[src/rtl/song_playback_controller.sv]
// Song playback controller: primes the 16-slot note window from the score ROM,
// then steps one note per tempo beat with pause/stop and an end-of-song rest flush.
module song_playback_controller (
    input  logic        clk,
    input  logic        reset,
    input  logic        start,
    input  logic        stop,
    input  logic        pause,
    input  logic [1:0]  song_id,
    input  logic [25:0] tempo_count,
    output logic [8:0]  rom_addr,
    input  logic [3:0]  rom_data,
    output logic        shift_en,
    output logic [3:0]  note_out,
    output logic        beat,
    output logic        playing,
    output logic        done
);

    localparam int unsigned ADDR_W  = 9;
    localparam int unsigned NOTE_W  = 4;
    localparam int unsigned TEMPO_W = 26;
    localparam int unsigned CNT_W   = 5;
    localparam int unsigned WINDOW  = 16;

    localparam logic [ADDR_W-1:0] SONG0_BASE = 9'd0;
    localparam logic [ADDR_W-1:0] SONG1_BASE = 9'd128;
    localparam logic [ADDR_W-1:0] SONG2_BASE = 9'd256;
    localparam logic [ADDR_W-1:0] SONG3_BASE = 9'd384;
    localparam logic [NOTE_W-1:0] END_CODE   = 4'hF;

    typedef enum logic [2:0] {
        IDLE, PRIME_ADDR, PRIME_SHIFT, PLAY, PAUSE, FLUSH, DONE
    } state_t;

    state_t              state, state_nx;
    logic [ADDR_W-1:0]   rom_addr_nx, base_sel;
    logic [NOTE_W-1:0]   note_nx;
    logic                shift_en_nx, beat_nx, playing_nx, done_nx;
    logic [TEMPO_W-1:0]  tempo_r, tempo_nx, beat_cnt, beat_cnt_nx;
    logic [CNT_W-1:0]    prime_cnt, prime_cnt_nx, flush_cnt, flush_cnt_nx;
    logic                end_seen, end_seen_nx;
    logic                beat_hit, is_end, flush_full;

    always_comb begin
        case (song_id)
            2'd0:    base_sel = SONG0_BASE;
            2'd1:    base_sel = SONG1_BASE;
            2'd2:    base_sel = SONG2_BASE;
            default: base_sel = SONG3_BASE;
        endcase
    end

    assign beat_hit   = (beat_cnt == tempo_r - TEMPO_W'(1));
    assign is_end     = (rom_data == END_CODE);
    assign flush_full = (flush_cnt == CNT_W'(WINDOW));

    // Next-state and next-output logic; every output is registered below.
    always_comb begin
        state_nx     = state;
        rom_addr_nx  = rom_addr;
        note_nx      = '0;
        shift_en_nx  = 1'b0;
        beat_nx      = 1'b0;
        tempo_nx     = tempo_r;
        beat_cnt_nx  = beat_cnt;
        prime_cnt_nx = prime_cnt;
        flush_cnt_nx = flush_cnt;
        end_seen_nx  = end_seen;

        case (state)
            IDLE, DONE: begin
                if (start) begin
                    state_nx     = PRIME_ADDR;
                    rom_addr_nx  = base_sel;
                    tempo_nx     = (tempo_count < TEMPO_W'(2)) ? TEMPO_W'(2) : tempo_count;
                    beat_cnt_nx  = '0;
                    prime_cnt_nx = '0;
                    flush_cnt_nx = '0;
                    end_seen_nx  = 1'b0;
                end
            end
            PRIME_ADDR: state_nx = PRIME_SHIFT;
            PRIME_SHIFT: begin
                shift_en_nx  = 1'b1;
                prime_cnt_nx = prime_cnt + CNT_W'(1);
                if (end_seen || is_end) begin
                    // Rests shifted after the marker count toward the flush total.
                    end_seen_nx  = 1'b1;
                    flush_cnt_nx = flush_cnt + CNT_W'(1);
                end else begin
                    note_nx     = rom_data;
                    rom_addr_nx = rom_addr + ADDR_W'(1);
                end
                if (prime_cnt == CNT_W'(WINDOW - 1)) begin
                    state_nx    = PLAY;
                    beat_cnt_nx = '0;
                end else begin
                    state_nx = PRIME_ADDR;
                end
            end
            PLAY: begin
                if (pause) begin
                    state_nx = PAUSE;
                end else if (end_seen && flush_full) begin
                    state_nx = DONE;
                end else if (beat_hit) begin
                    beat_nx     = 1'b1;
                    shift_en_nx = 1'b1;
                    beat_cnt_nx = '0;
                    if (!end_seen && !is_end) begin
                        note_nx     = rom_data;
                        rom_addr_nx = rom_addr + ADDR_W'(1);
                    end else begin
                        end_seen_nx  = 1'b1;
                        flush_cnt_nx = flush_cnt + CNT_W'(1);
                        state_nx     = FLUSH;
                    end
                end else begin
                    beat_cnt_nx = beat_cnt + TEMPO_W'(1);
                end
            end
            PAUSE: begin
                if (!pause) state_nx = PLAY;
            end
            FLUSH: begin
                // Leave one cycle after the last rest shift so done follows it.
                if (flush_full) begin
                    state_nx = DONE;
                end else if (beat_hit) begin
                    beat_nx      = 1'b1;
                    shift_en_nx  = 1'b1;
                    beat_cnt_nx  = '0;
                    flush_cnt_nx = flush_cnt + CNT_W'(1);
                end else begin
                    beat_cnt_nx = beat_cnt + TEMPO_W'(1);
                end
            end
            default: state_nx = IDLE;
        endcase

        if (stop) begin
            state_nx     = IDLE;
            rom_addr_nx  = SONG0_BASE;
            note_nx      = '0;
            shift_en_nx  = 1'b0;
            beat_nx      = 1'b0;
            beat_cnt_nx  = '0;
            prime_cnt_nx = '0;
            flush_cnt_nx = '0;
            end_seen_nx  = 1'b0;
        end

        playing_nx = (state_nx == PRIME_ADDR) || (state_nx == PRIME_SHIFT) ||
                     (state_nx == PLAY) || (state_nx == PAUSE) || (state_nx == FLUSH);
        done_nx    = (state_nx == DONE);
    end

    always_ff @(posedge clk) begin
        if (reset) begin
            state     <= IDLE;
            rom_addr  <= SONG0_BASE;
            note_out  <= '0;
            shift_en  <= 1'b0;
            beat      <= 1'b0;
            playing   <= 1'b0;
            done      <= 1'b0;
            tempo_r   <= '0;
            beat_cnt  <= '0;
            prime_cnt <= '0;
            flush_cnt <= '0;
            end_seen  <= 1'b0;
        end else begin
            state     <= state_nx;
            rom_addr  <= rom_addr_nx;
            note_out  <= note_nx;
            shift_en  <= shift_en_nx;
            beat      <= beat_nx;
            playing   <= playing_nx;
            done      <= done_nx;
            tempo_r   <= tempo_nx;
            beat_cnt  <= beat_cnt_nx;
            prime_cnt <= prime_cnt_nx;
            flush_cnt <= flush_cnt_nx;
            end_seen  <= end_seen_nx;
        end
    end

endmodule

[config.mk]
export PLATFORM = sky130hd
export DESIGN_NAME = song_playback_controller
export DESIGN_NICKNAME = d
export VERILOG_FILES = /design/src/rtl/song_playback_controller.sv
export SDC_FILE = /design/constraint.sdc
export NUM_CORES = 1
export LEC_CHECK = 0
export CAP_MARGIN = 0
export CORE_MARGIN = 2
export CORE_UTILIZATION = 45
export CTS_BUF_LIST = sky130_fd_sc_hd__clkbuf_16
export CTS_CLUSTER_DIAMETER = 200
export DETAILED_ROUTE_END_ITERATION = 12
export GPL_TIMING_DRIVEN = 0
export PLACE_DENSITY = 0.63
export SLEW_MARGIN = 40
export SYNTH_ARGS = -nofsm -noshare
export SYNTH_HDL_FRONTEND = slang
export SYNTH_SLANG_ARGS = --single-unit
export TNS_END_PERCENT = 100
[constraint.sdc]
create_clock -name clk -period 8.6 [get_ports clk]
set_clock_uncertainty 0.1 [all_clocks]
set_input_delay 1.72 -clock clk [delete_from_list [all_inputs] [get_ports clk]]
set_output_delay 1.72 -clock clk [all_outputs]
set_load 0.005 [all_outputs]
* Word level (Yosys, flattened, before mapping)
Cells that the tools add are included.
Storage, ports and cells: register bits 83, bits in writable memories 0, bits in latches 0, memory bits (read-only) 0, input bits 37, logic and storage cells 124, memories 0
Cells by class: multiply operators 0, shift-type cells 0, order comparisons 1, equality and inequality tests 29, bitwise logic cells 0, multiplexer cells 55, reduce and logical (&&, ||, !) cells 22, divide/modulo/power cells 0, add/sub/neg operators 5
Operators by type and width (count):
- two-way mux 26 bit | 7
- one-hot mux 26 bit (4 select lines) | 1
- two-way mux 9 bit | 6
- one-hot mux 9 bit (3 select lines) | 2
- two-way mux 5 bit | 8
- adder 26 x 1 -> 26 bit (second input constant) | 1
- == test 26 bit | 1
- < comparator 26 x 2 -> 1 bit (second input constant) | 1
- subtractor 26 x 1 -> 26 bit (second input constant) | 1
- two-way mux 3 bit | 8
- != test 2 bit (second input constant) | 11
- two-way mux 4 bit | 5
- one-hot mux 5 bit (4 select lines) | 1
- == test 3 bit (second input constant) | 6
- one-hot mux 3 bit (6 select lines) | 1
- AND reduction 7 bit | 2
- == test 3 x 2 -> 1 bit (second input constant) | 4
- adder 5 x 1 -> 5 bit (second input constant) | 2
- two-way mux 1 bit | 10
- one-hot mux 5 bit (2 select lines) | 1
- adder 9 x 1 -> 9 bit (second input constant) | 1
- AND reduction 9 bit | 1
- one-hot mux 4 bit (2 select lines) | 1
- == test 3 x 1 -> 1 bit (second input constant) | 2
- other kinds (19) | 28

* Longest topological paths before layout
depth after elaboration 14, gate-level depth with buffers 13, depth with buffers taken out 11

* Worst setup path after synthesis
No wires, ideal clock.
kind register to register, from reg tempo_r[0], to reg beat_cnt[11], path slack 5154 ps, arrival 3231 ps, period minus slack after synthesis 3446 ps, buffers on the path 2, cell stages (with the launch flop) 14, library setup time 115 ps, cell sequence dfxtp_1 > clkbuf_1 > inv_1 > ha_1 > nor4b_2 > nand2_1 > nor4_1 > o22ai_1 > or4_4 > nor3_4 > nor2_2 > o21ai_4 > buf_4 > nor2_1
On the way: word-level cells in the longest chain between the ends 6, elaborated cells between the ends (all ways) 7, classes of those cells 1 x add/sub; 1 x eq/ne; 5 x mux
RTL lines:
- start: declaration | line 40 | logic [TEMPO_W-1:0] tempo_r, tempo_nx, beat_cnt, beat_cnt_nx;
- start signal: assignment | line 181 | tempo_r <= tempo_nx;
- subtractor 26 x 1 -> 26 bit (*) | line 54 | assign beat_hit = (beat_cnt == tempo_r - TEMPO_W'(1));
- == test 26 bit (*) | line 54
- two-way mux 26 bit (*) | line 107, 130
- two-way mux 26 bit | line 105 | end else if (end_seen && flush_full) begin
- two-way mux 26 bit | line 103 | if (pause) begin
- one-hot mux 26 bit (4 select lines) (*) | line 71 | case (state)
- end signal: assignment | line 182 | beat_cnt <= beat_cnt_nx;
- end: declaration | line 40
Mark *: on every way between the ends. The rest lies on a longest branch, timed or not. The select of a mux whose other input is x is not followed. A chain may end at the register's enable or synchronous reset.

* Final worst setup path
from reg tempo_r[0], to reg beat_cnt[10]
The elaborated chain is that of the path after synthesis.

==> flow_metrics.py <==
metrics = {
    "run_status": {
        "outcome": "finished clean",
    },
    "synthesis": {
        "syn_nets": 695,
        "synth_edf_count": 0,
        "synth_top_area_share_pct": 33.2,
        "synth.most_common_cell": "nand2_1",
        "avgSynthCellArea_um2": 7.70,
        "async_flop_share_pct": 0,
        "synth.top_cells.by_area": "dfxtp_1, nand2_1, nor2_1",
        "synthDistinctLibCells": 69,
        "synth_warnings": 0,
        "syn_inst": 651,
        "ys_seq_area_share_pct": 33.2,
        "yosys.area.top_type": "dfxtp_1",
        "synthTopCellsByCount": "nand2_1, dfxtp_1, nor2_1",
        "synth-seq-cells": 83,
        "synth.cell_area_um2": 5010,
        "synth_flop_cell": "dfxtp_1",
    },
    "cts": {
        "cts_setup_buffers": 0,
        "h-tree-depth": 3,
        "clk_path_buf_depth": 2,
        "cts_resized": 0,
        "cts_root_buf": "clkbuf_16",
        "hold_buffers": 0,
        "path_clk_slew_ps": 60,
        "cts_tree": "built",
        "insertion_delay_ps": 350,
        "cts.sinks": 83,
        "numCtsBuffers": 9,
    },
    "sta": {
        "tightest_slew_ps": 855,
        "fmax_ghz": 0.229,
        "holdWs_ps": 376,
        "final-max-slew-violation-count": 0,
        "finalHoldViolations": 0,
        "setup_viol": 0,
        "finalSetupTns_ps": 0,
        "slew_headroom_pct": 43.0,
        "rsz0062_at_grt": "no",
        "fin_crit_ps": 4370,
        "fin_crit_sh_pct": 50.9,
    },
    "power_and_ir_drop": {
        "power_density_nw_per_um2": 167,
        "leakagePower_nw": 2.15,
        "ir_worst_vdd_v": 0.000101,
        "total_power_mw": 1.01,
    },
    "layout": {
        "syn_to_final_growth_pct": 20.6,
        "fin_area_um2": 6040,
        "drive_gt1_share_pct": 5.15,
        "final_nets": 758,
        "n_fill_cell": 1034,
        "diodes": 0,
    },
    "route": {
        "wl_um": 13900,
        "via_per_inst": 5.72,
        "antenna_left": 0,
        "drc_errors": 0,
        "first_iter_violations": 377,
        "dr.pass1.iters": 5,
        "wire_per_inst_um": 16.1,
        "dr_total_vias": 4914,
    },
    "critical_path": {
        "timing.rr.end": "beat_cnt[10]",
        "startpoint_type": "flop",
        "crit_required_ps": 8730,
        "crit_path_top_delay_cell": "nor4b_2",
        "r2r_cells": 13,
        "critical_path_class": "flop to flop",
        "end_kind": "flop",
        "critPathMaxStageDelay_ps": 730,
        "cp_cell_sequence": "clkbuf_1 > inv_1 > ha_1 > nor4b_2 > nand2_1 > nor4_1 > o22ai_1 > or4_4 > nor3_4 > nor2_2 > o21ai_4 > buf_4 > nor2_1",
        "timing.rr.start": "tempo_r[0]",
        "rrSetupSlack_ps": 4230,
        "path_max_fanout": 10,
        "cp.arrival_ps": 4510,
    },
    "grt": {
        "antenna_found_initial": 0,
        "gr-total-overflow": 0,
        "grt_usage_pct": 24.2,
        "grt_max_degree": 14,
        "grt_pass1_wl_um": 22500,
        "grt_pass1_vias": 4471,
    },
    "floorplanning": {
        "die_w_um": 110,
        "start_util_pct": 46.2,
        "rows": 38,
        "die_h_um": 110,
        "core_area_um2": 10800,
        "ios": 54,
        "die_area_um2": 12000,
    },
    "run": {
        "max_cap_viol_count": 0,
    },
    "min_path": {
        "hold_end": "prime_cnt[3]",
        "hold_path_class": "flop to flop",
        "min_from": "prime_cnt[3]",
        "worstHoldPathCells": 1,
    },
    "place": {
        "dp_hpwl_um": 10700,
        "gp_congestion": 0.911,
        "portBuffers": 52,
        "place_area_um2": 5710,
    },
}
==> critical path: cells and delay by family (launching register included) <==
| family | cells | cell delay, ps |
|---|---|---|
| flip-flops | 1 | 290 |
| buffers and inverters | 3 | 610 |
| AO/OA/AOI/OAI | 2 | 490 |
| adder cells (fa/ha/maj) | 1 | 300 |
| AND/OR/NAND/NOR | 7 | 2460 |
==> cell usage in the layout (no fill, tap or decap), drive strengths merged, types with 5 or more instances in the layout <==
| cell type | count |
|---|---|
| nand2 | 92 |
| dfxtp | 83 |
| nor2 | 70 |
| clkdlybuf4s50 | 52 |
| a21oi | 49 |
| clkbuf | 42 |
| xor2 | 29 |
| o21ai | 26 |
| nand3 | 22 |
| xnor2 | 19 |
| nor4 | 19 |
| nand4 | 17 |
| nor3 | 17 |
| a31oi | 15 |
| and3 | 14 |
| or3 | 13 |
| inv | 11 |
| or4 | 11 |
| nand2b | 8 |
| and2 | 8 |
| ha | 7 |
| and4 | 6 |
| or2 | 5 |
| nor3b | 5 |
| nor4b | 5 |
==> cell type report <==
type	count	area [um2]	area share [%]
clock inverter	7	106	1.76
buffer	36	146	2.42
sequential	83	1660	27.5
inverter	11	41.3	0.683
clock buffer	9	225	3.73
timing repair buffer	52	520	8.61
tap	140	175	2.90
multi-input combinational	521	3170	52.4
==> report_power, final <==
part	leakage [nW]	internal [mW]	switching, mW
combinational	1.31	0.0688	0.101
clock	0.162	0.280	0.154
sequential	0.674	0.394	0.0120
==> metal layers <==
layer	vias up	track usage [%]	share of wire [%]
met3	12	3.50	4.5
li1	2496	-	-
met1	2278	34.5	49
met5	-	0	0
met4	0	8.68	1.5
met2	128	37.0	45
==> cell families (layout without fill, tap and decap cells) <==
| family | count (synthesis) | in the layout | synth area share (%) |
|---|---|---|---|
| AO/OA/AOI/OAI | 135 | 135 | 17.0 |
| XOR/XNOR | 49 | 49 | 8.84 |
| buffers and inverters | 47 | 115 | 3.75 |
| adder cells (fa/ha/maj) | 7 | 7 | 1.75 |
| AND/OR/NAND/NOR | 324 | 324 | 34.3 |
| flip-flops | 83 | 83 | 33.2 |
| multiplexers | 6 | 6 | 1.25 |
==> sequential cells by signal, indices dropped and copies added (netlist names), 3 cells and up <==
| signal | flops |
|---|---|
| prime_cnt | 5 |
| flush_cnt | 5 |
| note_out | 4 |
| state | 3 |
| tempo_r | 26 |
| rom_addr | 9 |
| beat_cnt | 26 |
==> worst max path at each step <==
stage	start	to	depth (start not counted)
2_1_floorplan	tempo_r[0]	beat_cnt[11]	13
3_3_place_gp	start	beat_cnt[8]	9
6_report	tempo_r[0]	beat_cnt[10]	13
4_1_cts	tempo_r[0]	beat_cnt[9]	13
3_5_place_dp	start	beat_cnt[8]	9
5_1_grt	tempo_r[0]	beat_cnt[12]	13
==> per-stage QoR <==
| step | setup WS (ps) | std cells | util, % |
|---|---|---|---|
| finish | 4230 | 859 | 55.8 |
| global route | 3950 | 859 | 55.8 |
| CTS | 4330 | 859 | 55.7 |
| detailed placement | 4080 | 843 | 52.6 |
| global placement | 4120 | 843 | 52.6 |
| floorplan | 5150 | 651 | - |
(Power assumes the default switching activity.)
